### config.mk
export PLATFORM = sky130hd
export DESIGN_NAME = regfile_wb_arbiter
export DESIGN_NICKNAME = d
export VERILOG_FILES = /design/src/rtl/regfile_wb_arbiter.sv
export SDC_FILE = /design/constraint.sdc
export NUM_CORES = 1
export LEC_CHECK = 0
export BUFFER_PORTS_ARGS = -buffer_cell sky130_fd_sc_hd__buf_2
export CAP_MARGIN = 25
export CORE_MARGIN = 5
export CORE_UTILIZATION = 59
export DETAILED_ROUTE_END_ITERATION = 6
export GPL_TIMING_DRIVEN = 0
export PLACE_DENSITY = 0.85
export SYNTH_ARGS = -nofsm -noshare
export SYNTH_HDL_FRONTEND = slang
export SYNTH_SLANG_ARGS = --single-unit
### constraint.sdc
create_clock -name clock -period 4 [get_ports clock]
set_input_delay 0.6 -clock clock [delete_from_list [all_inputs] [get_ports clock]]
set_output_delay 0.6 -clock clock [all_outputs]
set_load 0.01 [all_outputs]
### src/rtl/regfile_wb_arbiter.sv
// regfile_wb_arbiter: sole regfile write-port driver merging pipeline writebacks with FIFO-buffered multdiv results.
// Define REGFILE_BYPASS_EN to forward pending values instead of flagging hazards.
module regfile_wb_arbiter #(
    parameter int DEPTH = 4,
    parameter int RW    = 5,
    parameter int DW    = 32
) (
    input  logic                         clock,
    input  logic                         ctrl_reset_n,
    input  logic                         wb_valid,
    input  logic [RW-1:0]                wb_reg,
    input  logic [DW-1:0]                wb_data,
    input  logic                         md_valid,
    output logic                         md_ready,
    input  logic [RW-1:0]                md_reg,
    input  logic [DW-1:0]                md_data,
    output logic                         ctrl_writeEn,
    output logic [RW-1:0]                ctrl_writeReg,
    output logic [DW-1:0]                data_writeReg,
    input  logic [RW-1:0]                ctrl_readRegA,
    input  logic [RW-1:0]                ctrl_readRegB,
    output logic                         hazard_A,
    output logic                         hazard_B,
    output logic                         fwd_valid_A,
    output logic                         fwd_valid_B,
    output logic [DW-1:0]                fwd_data_A,
    output logic [DW-1:0]                fwd_data_B,
    output logic [$clog2(DEPTH+1)-1:0]   pending_cnt
);
    localparam int CW = $clog2(DEPTH+1);
    localparam int PW = $clog2(DEPTH);

    logic [PW-1:0]    head_q, head_d, tail_q, tail_d;
    logic [CW-1:0]    count_q, count_d;
    logic [DEPTH-1:0] kill_q, kill_d;
    logic [RW-1:0]    ent_reg_q [DEPTH];
    logic [DW-1:0]    ent_data_q [DEPTH];
    logic             we_q, we_d;
    logic [RW-1:0]    wreg_q, wreg_d;
    logic [DW-1:0]    wdata_q, wdata_d;
    logic             wb_sel, md_live, pop, direct, push;
    logic [DW:0]      look_a, look_b;

    assign md_ready      = count_q < CW'(DEPTH);
    assign pending_cnt   = count_q;
    assign ctrl_writeEn  = we_q;
    assign ctrl_writeReg = wreg_q;
    assign data_writeReg = wdata_q;

    always_comb begin
        wb_sel  = wb_valid && wb_reg != '0;
        md_live = md_valid && md_ready && md_reg != '0;
        pop     = !wb_sel && count_q != '0;
        direct  = !wb_sel && count_q == '0 && md_live;
        // A same-cycle md to the register wb is writing is already stale.
        push    = md_live && !direct && !(wb_sel && md_reg == wb_reg);
        we_d    = wb_sel || (pop && !kill_q[head_q]) || direct;
        wreg_d  = wb_sel ? wb_reg : pop ? ent_reg_q[head_q] : md_reg;
        wdata_d = wb_sel ? wb_data : pop ? ent_data_q[head_q] : md_data;
        head_d  = pop ? head_q + PW'(1) : head_q;
        tail_d  = push ? tail_q + PW'(1) : tail_q;
        count_d = count_q + CW'(push) - CW'(pop);
        kill_d  = kill_q;
        for (int k = 0; k < DEPTH; k++)
            if (wb_sel && ent_reg_q[k] == wb_reg) kill_d[k] = 1'b1;
        if (push) kill_d[tail_q] = 1'b0;
    end

    // Walk oldest to newest so the youngest unkilled FIFO match wins over the output stage.
    function automatic logic [DW:0] lookup(input logic [RW-1:0] r);
        logic [DW:0]   res;
        logic [PW-1:0] idx;
        res = (we_q && wreg_q == r) ? {1'b1, wdata_q} : '0;
        for (int k = 0; k < DEPTH; k++) begin
            idx = head_q + PW'(k);
            if (CW'(k) < count_q && !kill_q[idx] && ent_reg_q[idx] == r) res = {1'b1, ent_data_q[idx]};
        end
        return (r == '0) ? '0 : res;
    endfunction

    always_comb begin
        look_a = lookup(ctrl_readRegA);
        look_b = lookup(ctrl_readRegB);
    end

`ifdef REGFILE_BYPASS_EN
    assign hazard_A    = 1'b0;
    assign hazard_B    = 1'b0;
    assign fwd_valid_A = look_a[DW];
    assign fwd_valid_B = look_b[DW];
    assign fwd_data_A  = look_a[DW-1:0];
    assign fwd_data_B  = look_b[DW-1:0];
`else
    assign hazard_A    = look_a[DW];
    assign hazard_B    = look_b[DW];
    assign fwd_valid_A = 1'b0;
    assign fwd_valid_B = 1'b0;
    assign fwd_data_A  = '0;
    assign fwd_data_B  = '0;
`endif

    always_ff @(posedge clock or negedge ctrl_reset_n) begin
        if (!ctrl_reset_n) begin
            head_q  <= '0;
            tail_q  <= '0;
            count_q <= '0;
            kill_q  <= '0;
            we_q    <= 1'b0;
            wreg_q  <= '0;
            wdata_q <= '0;
        end else begin
            head_q  <= head_d;
            tail_q  <= tail_d;
            count_q <= count_d;
            kill_q  <= kill_d;
            we_q    <= we_d;
            wreg_q  <= wreg_d;
            wdata_q <= wdata_d;
        end
    end

    always_ff @(posedge clock) begin
        if (push) begin
            ent_reg_q[tail_q]  <= md_reg;
            ent_data_q[tail_q] <= md_data;
        end
    end
endmodule
# Yosys cells after proc, flatten, opt, wreduce, memory -nomap -nowiden
# Memories as Yosys holds them, arrays and structs flattened.
# Index checks and enable logic that the tools add are counted.
# totals
regBits	49
latchBits	0
ram_bits	148
mem_bits_ro	0
inputBits	88
output_inout_bits	110
elab_cells	120
n_memories	2
# op_classes
addsub	6
n_mul	0
n_div	0
order_cmp	11
eq_ne	15
n_shift	0
muxes	33
bitwise_logic	2
reduce_logical	44
# mem_list
name	words	width	rd	rd_clocked_by_memory_dff	wr	line	source
ent_data_q	4	32	4	0	1	37	logic [DW-1:0] ent_data_q [DEPTH];
ent_reg_q	4	5	8	0	1	36	logic [RW-1:0] ent_reg_q [DEPTH];
# ops
operator	count
33-bit 2-to-1 mux	12
5-bit equality test	15
32-bit 2-to-1 mux	2
1-bit logical AND	29
2-bit by 3-bit < comparator with 1-bit output, second input constant	5
1-bit 2-to-1 mux	11
5-bit zero test	2
5-bit 2-to-1 mux	2
5-bit nonzero test	2
1-bit binary-select mux with 2-bit select	4
1-bit zero test	7
1-bit by 3-bit < comparator with 1-bit output, first input constant	2
2-bit by 3-bit < comparator with 1-bit output, first input constant	2
2-bit by 1-bit adder with 2-bit output, second input constant	2
2-bit adder, second input constant	2
4-bit bitwise AND	1
4-bit 2-to-1 mux	1
4-bit inverter	1
3-bit by 1-bit adder with 3-bit output	1
3-bit zero test	1
3-bit < comparator, second input constant	1
3-bit nonzero test	1
3-bit by 1-bit subtractor with 3-bit output	1
1-bit demux with 2-bit select	1
2 further kinds	3

# Logic depth before layout (Yosys ltp)
# logic_depth
depth_word	10
depth_mapped	11

# Least setup slack after synthesis
# OpenSTA, ideal clock, no wires.
# synth_path
kind	input-to-reg
from	input port wb_reg[4]
to	memory ent_data_q[0][0] (enable)
arrival_time_ps	2868
required_time_ps	3601
slack_ps	733
path_stages	6
path_buffers	1
path_cell_list	buf_4 or4_4 o21ai_4 nor4_2 a211oi_4 and2_1
# synth_between
elab_chain_len	10
# synth_rtl
item	line	source
start, declared	11	input logic [RW-1:0] wb_reg,
5-bit nonzero test	51	wb_sel = wb_valid && wb_reg != '0;
1-bit logical AND	51	
1-bit zero test	54	direct = !wb_sel && count_q == '0 && md_live;
1-bit logical AND (2 in series)	54	
1-bit zero test	56	push = md_live && !direct && !(wb_sel && md_reg == wb_reg);
1-bit logical AND	56	
1-bit logical AND (*)	56	
1-bit 2-to-1 mux (*)	123	if (push) begin
1-bit 2-to-1 mux (not written as such) (*)	125	ent_data_q[tail_q] <= md_data;
end, declared	37	
# Mark *: on every way between the ends. The rest lies on a longest branch, timed or not.

# Worst setup path in the final report
# layout_path
from	register head_q[1]
to	output port hazard_B
# layout_between
elab_chain_len	10
# layout_rtl
item	line	source
start, declared	33	logic [PW-1:0] head_q, head_d, tail_q, tail_d;
start signal, assigned	104	head_q <= '0;
start signal, assigned	112	head_q <= head_d;
parallel branches: the longest is 8 deep, another holds memory 4 x 5 bit	-	
33-bit 2-to-1 mux (*)	76	if (CW'(k) < count_q && !kill_q[idx] && ent_reg_q[idx] == r) res = {1'b1, ent_data_q[idx]};
33-bit 2-to-1 mux (*)	78	return (r == '0) ? '0 : res;
end, declared	23	output logic hazard_B,
# Every way passes the cells marked *. The select of a mux whose other input is x is not followed.

==> results.md <==
* Outcome: completed
* Die H at 137 um
* CP max FO at 10
* Crit path largest cell delay at 0.49 ns
* Register bit total from synthesis at 197
* Area grow syn2layout at 18.4%
* Critical path class: flip-flop to output pin
* # clock sinks at 197
* Mean Syn Cell Area at 15.3 um^2
* Clock Power Share at 22.3%
* Worst vdd ir at 0.000484 V
* Netlist cell types at 39
* Number of DRC markers in iteration 0 at 433
* Crit-path cells: buf_4 > buf_4 > mux4_2 > xor2_1 > nor4_1 > nand3_1 > o311a_1 > a21oi_1 > buf_2
* Cell Pwr Density at 642 mW/mm^2
* Worst R2R End: pending_cnt[2]
* Die W at 137 um
* Vias per std cell at 5.63
* Filler cells at 1,070
* CP delay by family, top: buffers and inverters
* Setup Viol. Count Final at 0
* Initial Util at 60.3%
* CP startpoint kind: flip-flop
* Commonest cells after routing, fill and taps aside: edfxtp_1, buf_2, buf_4, conb_1, mux4_2
* # port buffers at 116
* Clk_lat worst skew at 0.43 ns
* Initial antenna violation count at 1
* DP HPWL at 15,900 um
* Seq/Total Area, Yosys at 59.2%
* IO Count at 198
* Internal power at 4.87 mW
* Post-layout nets at 929
* Yosys warnings at 0
* Comb pwr share at 39.0%
* Total routed wirelength at 22,800 um
* Die area at 0.0189 mm^2
* WP buf/inv at 3
* Placed insts at 1,029
* Synthesized area at 0.00957 mm^2
* Slew Viols, Final at 0
* Worst Path Required at 3.40 ns
* Gr usage total at 24.9%
* Post-route ant nets at 0
* P_leak at 4.43 nW
* Register share of total power at 38.7%
* Layout cells sized above 1 at 36.3%
* Max_slew headroom at 49.8%
* Clk buf depth at 2
* Root buf cell: clkbuf_16
* CP endpoint kind: output pin
* Non-Filler Instances at 1,061
* Clock skew at 0.00615 ns
* Gpl congestion at 0.899
* Routed len/inst at 21.4 um
* Post-synth top flop: edfxtp_1
* Hold-fix buffers, CTS at 0
* Worst R2R Start: pending_cnt[0]
* FMAX at 0.290 GHz
* Worst EP arrival at 2.85 ns
* Site Rows at 46
* Vias at 5,977
* Final Hold Viols at 0
* Fin crit period at 3.45 ns
* Total core area at 0.0159 mm^2
* Async SR Flop Fraction at 24.9%
* Number of synthesized flops with an enable pin at 148
* Net Sw Frac at 33.1%
* Worst slew pin tran at 0.747 ns
* Final critical-path share of the clock period at 86.3%
* Ant. Diodes at 0
* Max_cap viols at 0
* Worst reg2reg path depth at 7
* Post-CTS Setup Repair Bufs at 0
* Post-layout util at 71.4%
* Fin Hold WS at 0.202 ns
* P_sw at 2.41 mW
* CTS tree: done
* Hold crit path type: input port to async pin
* Final Power at 7.28 mW
* Synthesized instance count at 627
* Commonest non-fill, non-tap cell in the layout: edfxtp_1
* Clock buffer count from CTS at 17
* Largest net degree at the start of global routing at 29
* Htree depth at 4
* Post-CTS sizing at 0
* Number of global-route vias before repair at 6,213
* Most frequent CP cell: buf_4
* First-pass GRT wire length at 34,600 um
* GRT overflow at 0
* Drt pass-1 iters at 4
* RSZ-0062 raised after global routing: no
* Slowest cell on the critical path: dfrtp_1
* DRC violation count after routing at 0
* R2R Setup Slk at 1.44 ns
* Clock Pin Slew Worst Setup and Hold Paths at 0.07 ns
## flip-flops by register name, summed over array words and instances (netlist names)
register	flops
ctrl_writeReg	5
ctrl_writeEn	1
tail_q	2
ent_data_q	128
ent_reg_q	20
pending_cnt	3
data_writeReg	32
head_q	2
kill_q	4
## per-layer routing
metal / vias up / share of wire (%) / GRT usage [%] / routed length, um
li1: 2614 / - / - / -
met1: 2979 / 37 / 31.7 / 8510
met2: 331 / 51 / 41.9 / 11500
met3: 51 / 9.1 / 6.36 / 2080
met4: 2 / 2.7 / 8.20 / 614
met5: - / 0.031 / 0 / 7
## per-stage QoR
| stage | worst slack, ns | TNS [ns] | area [um^2] |
|---|---|---|---|
| 3_5_place_dp | 0.668 | 0 | 10800 |
| 4_1_cts | 0.495 | 0 | 11300 |
| 6_report | 0.548 | 0 | 11300 |
| 2_1_floorplan | 0.733 | 0 | 9820 |
| 3_3_place_gp | -0.103 | -12.66 | 10700 |
| 5_1_grt | 0.373 | 0 | 11300 |
## cells in the mapped netlist, types with 6 or more instances
master | n | share of area (%)
buf_2 | 16 | 0.84
edfxtp_1 | 148 | 46
xor2_1 | 43 | 3.9
nor2_1 | 43 | 1.7
a31oi_1 | 6 | 0.39
xnor2_1 | 36 | 3.3
inv_1 | 8 | 0.31
a21oi_1 | 38 | 2.0
nor4_1 | 10 | 0.65
ha_1 | 8 | 1.0
buf_4 | 73 | 5.7
clkbuf_1 | 14 | 0.55
mux2i_1 | 37 | 3.9
dfrtp_1 | 49 | 13
mux4_2 | 55 | 13
## power by group through the flow
stage / logic (mW) / clock network (mW) / registers (mW)
floorplan: 1.97 / 0 / 2.88
global placement: 2.72 / 0 / 2.84
detailed placement: 2.81 / 0 / 2.85
CTS: 2.85 / 1.65 / 2.82
global route: 3.07 / 1.74 / 2.85
finish: 2.84 / 1.62 / 2.81
## cell families (layout without fill, tap and decap cells)
family	after synthesis	count (layout)	synth area share [%]
multiplexers	96	96	17.3
AND/OR/NAND/NOR	79	79	4.03
flip-flops	197	197	59.2
buffers and inverters	113	266	7.58
adder cells (fa/ha/maj)	9	9	1.25
other	1	66	0.0392
XOR/XNOR	79	79	7.23
AO/OA/AOI/OAI	53	53	3.35
## how the worst max path moves through the flow
stage | cells after the start | startpoint | end | slack [ns]
3_3_place_gp | 6 | wb_reg[0] | ent_data_q[2][18] | -0.10
6_report | 9 | head_q[1] | hazard_B | 0.55
5_1_grt | 9 | head_q[1] | hazard_B | 0.37
3_5_place_dp | 11 | wb_reg[2] | pending_cnt[2] | 0.67
4_1_cts | 9 | head_q[1] | hazard_B | 0.50
2_1_floorplan | 6 | wb_reg[4] | ent_data_q[0][0] | 0.73
## final cells by class
| type | count | area (um^2) | share of cell area (%) |
|---|---|---|---|
| Buffer | 105 | 696 | 6.14 |
| Clock buffer | 22 | 464 | 4.10 |
| Clock inverter | 10 | 98.8 | 0.872 |
| Inverter | 8 | 30.0 | 0.265 |
| Multi-Input combinational cell | 382 | 3420 | 30.2 |
| Sequential cell | 197 | 5670 | 50.0 |
| Tap cell | 216 | 270 | 2.38 |
| Timing Repair Buffer | 121 | 681 | 6.01 |
Power figures use the tool's default switching activity.
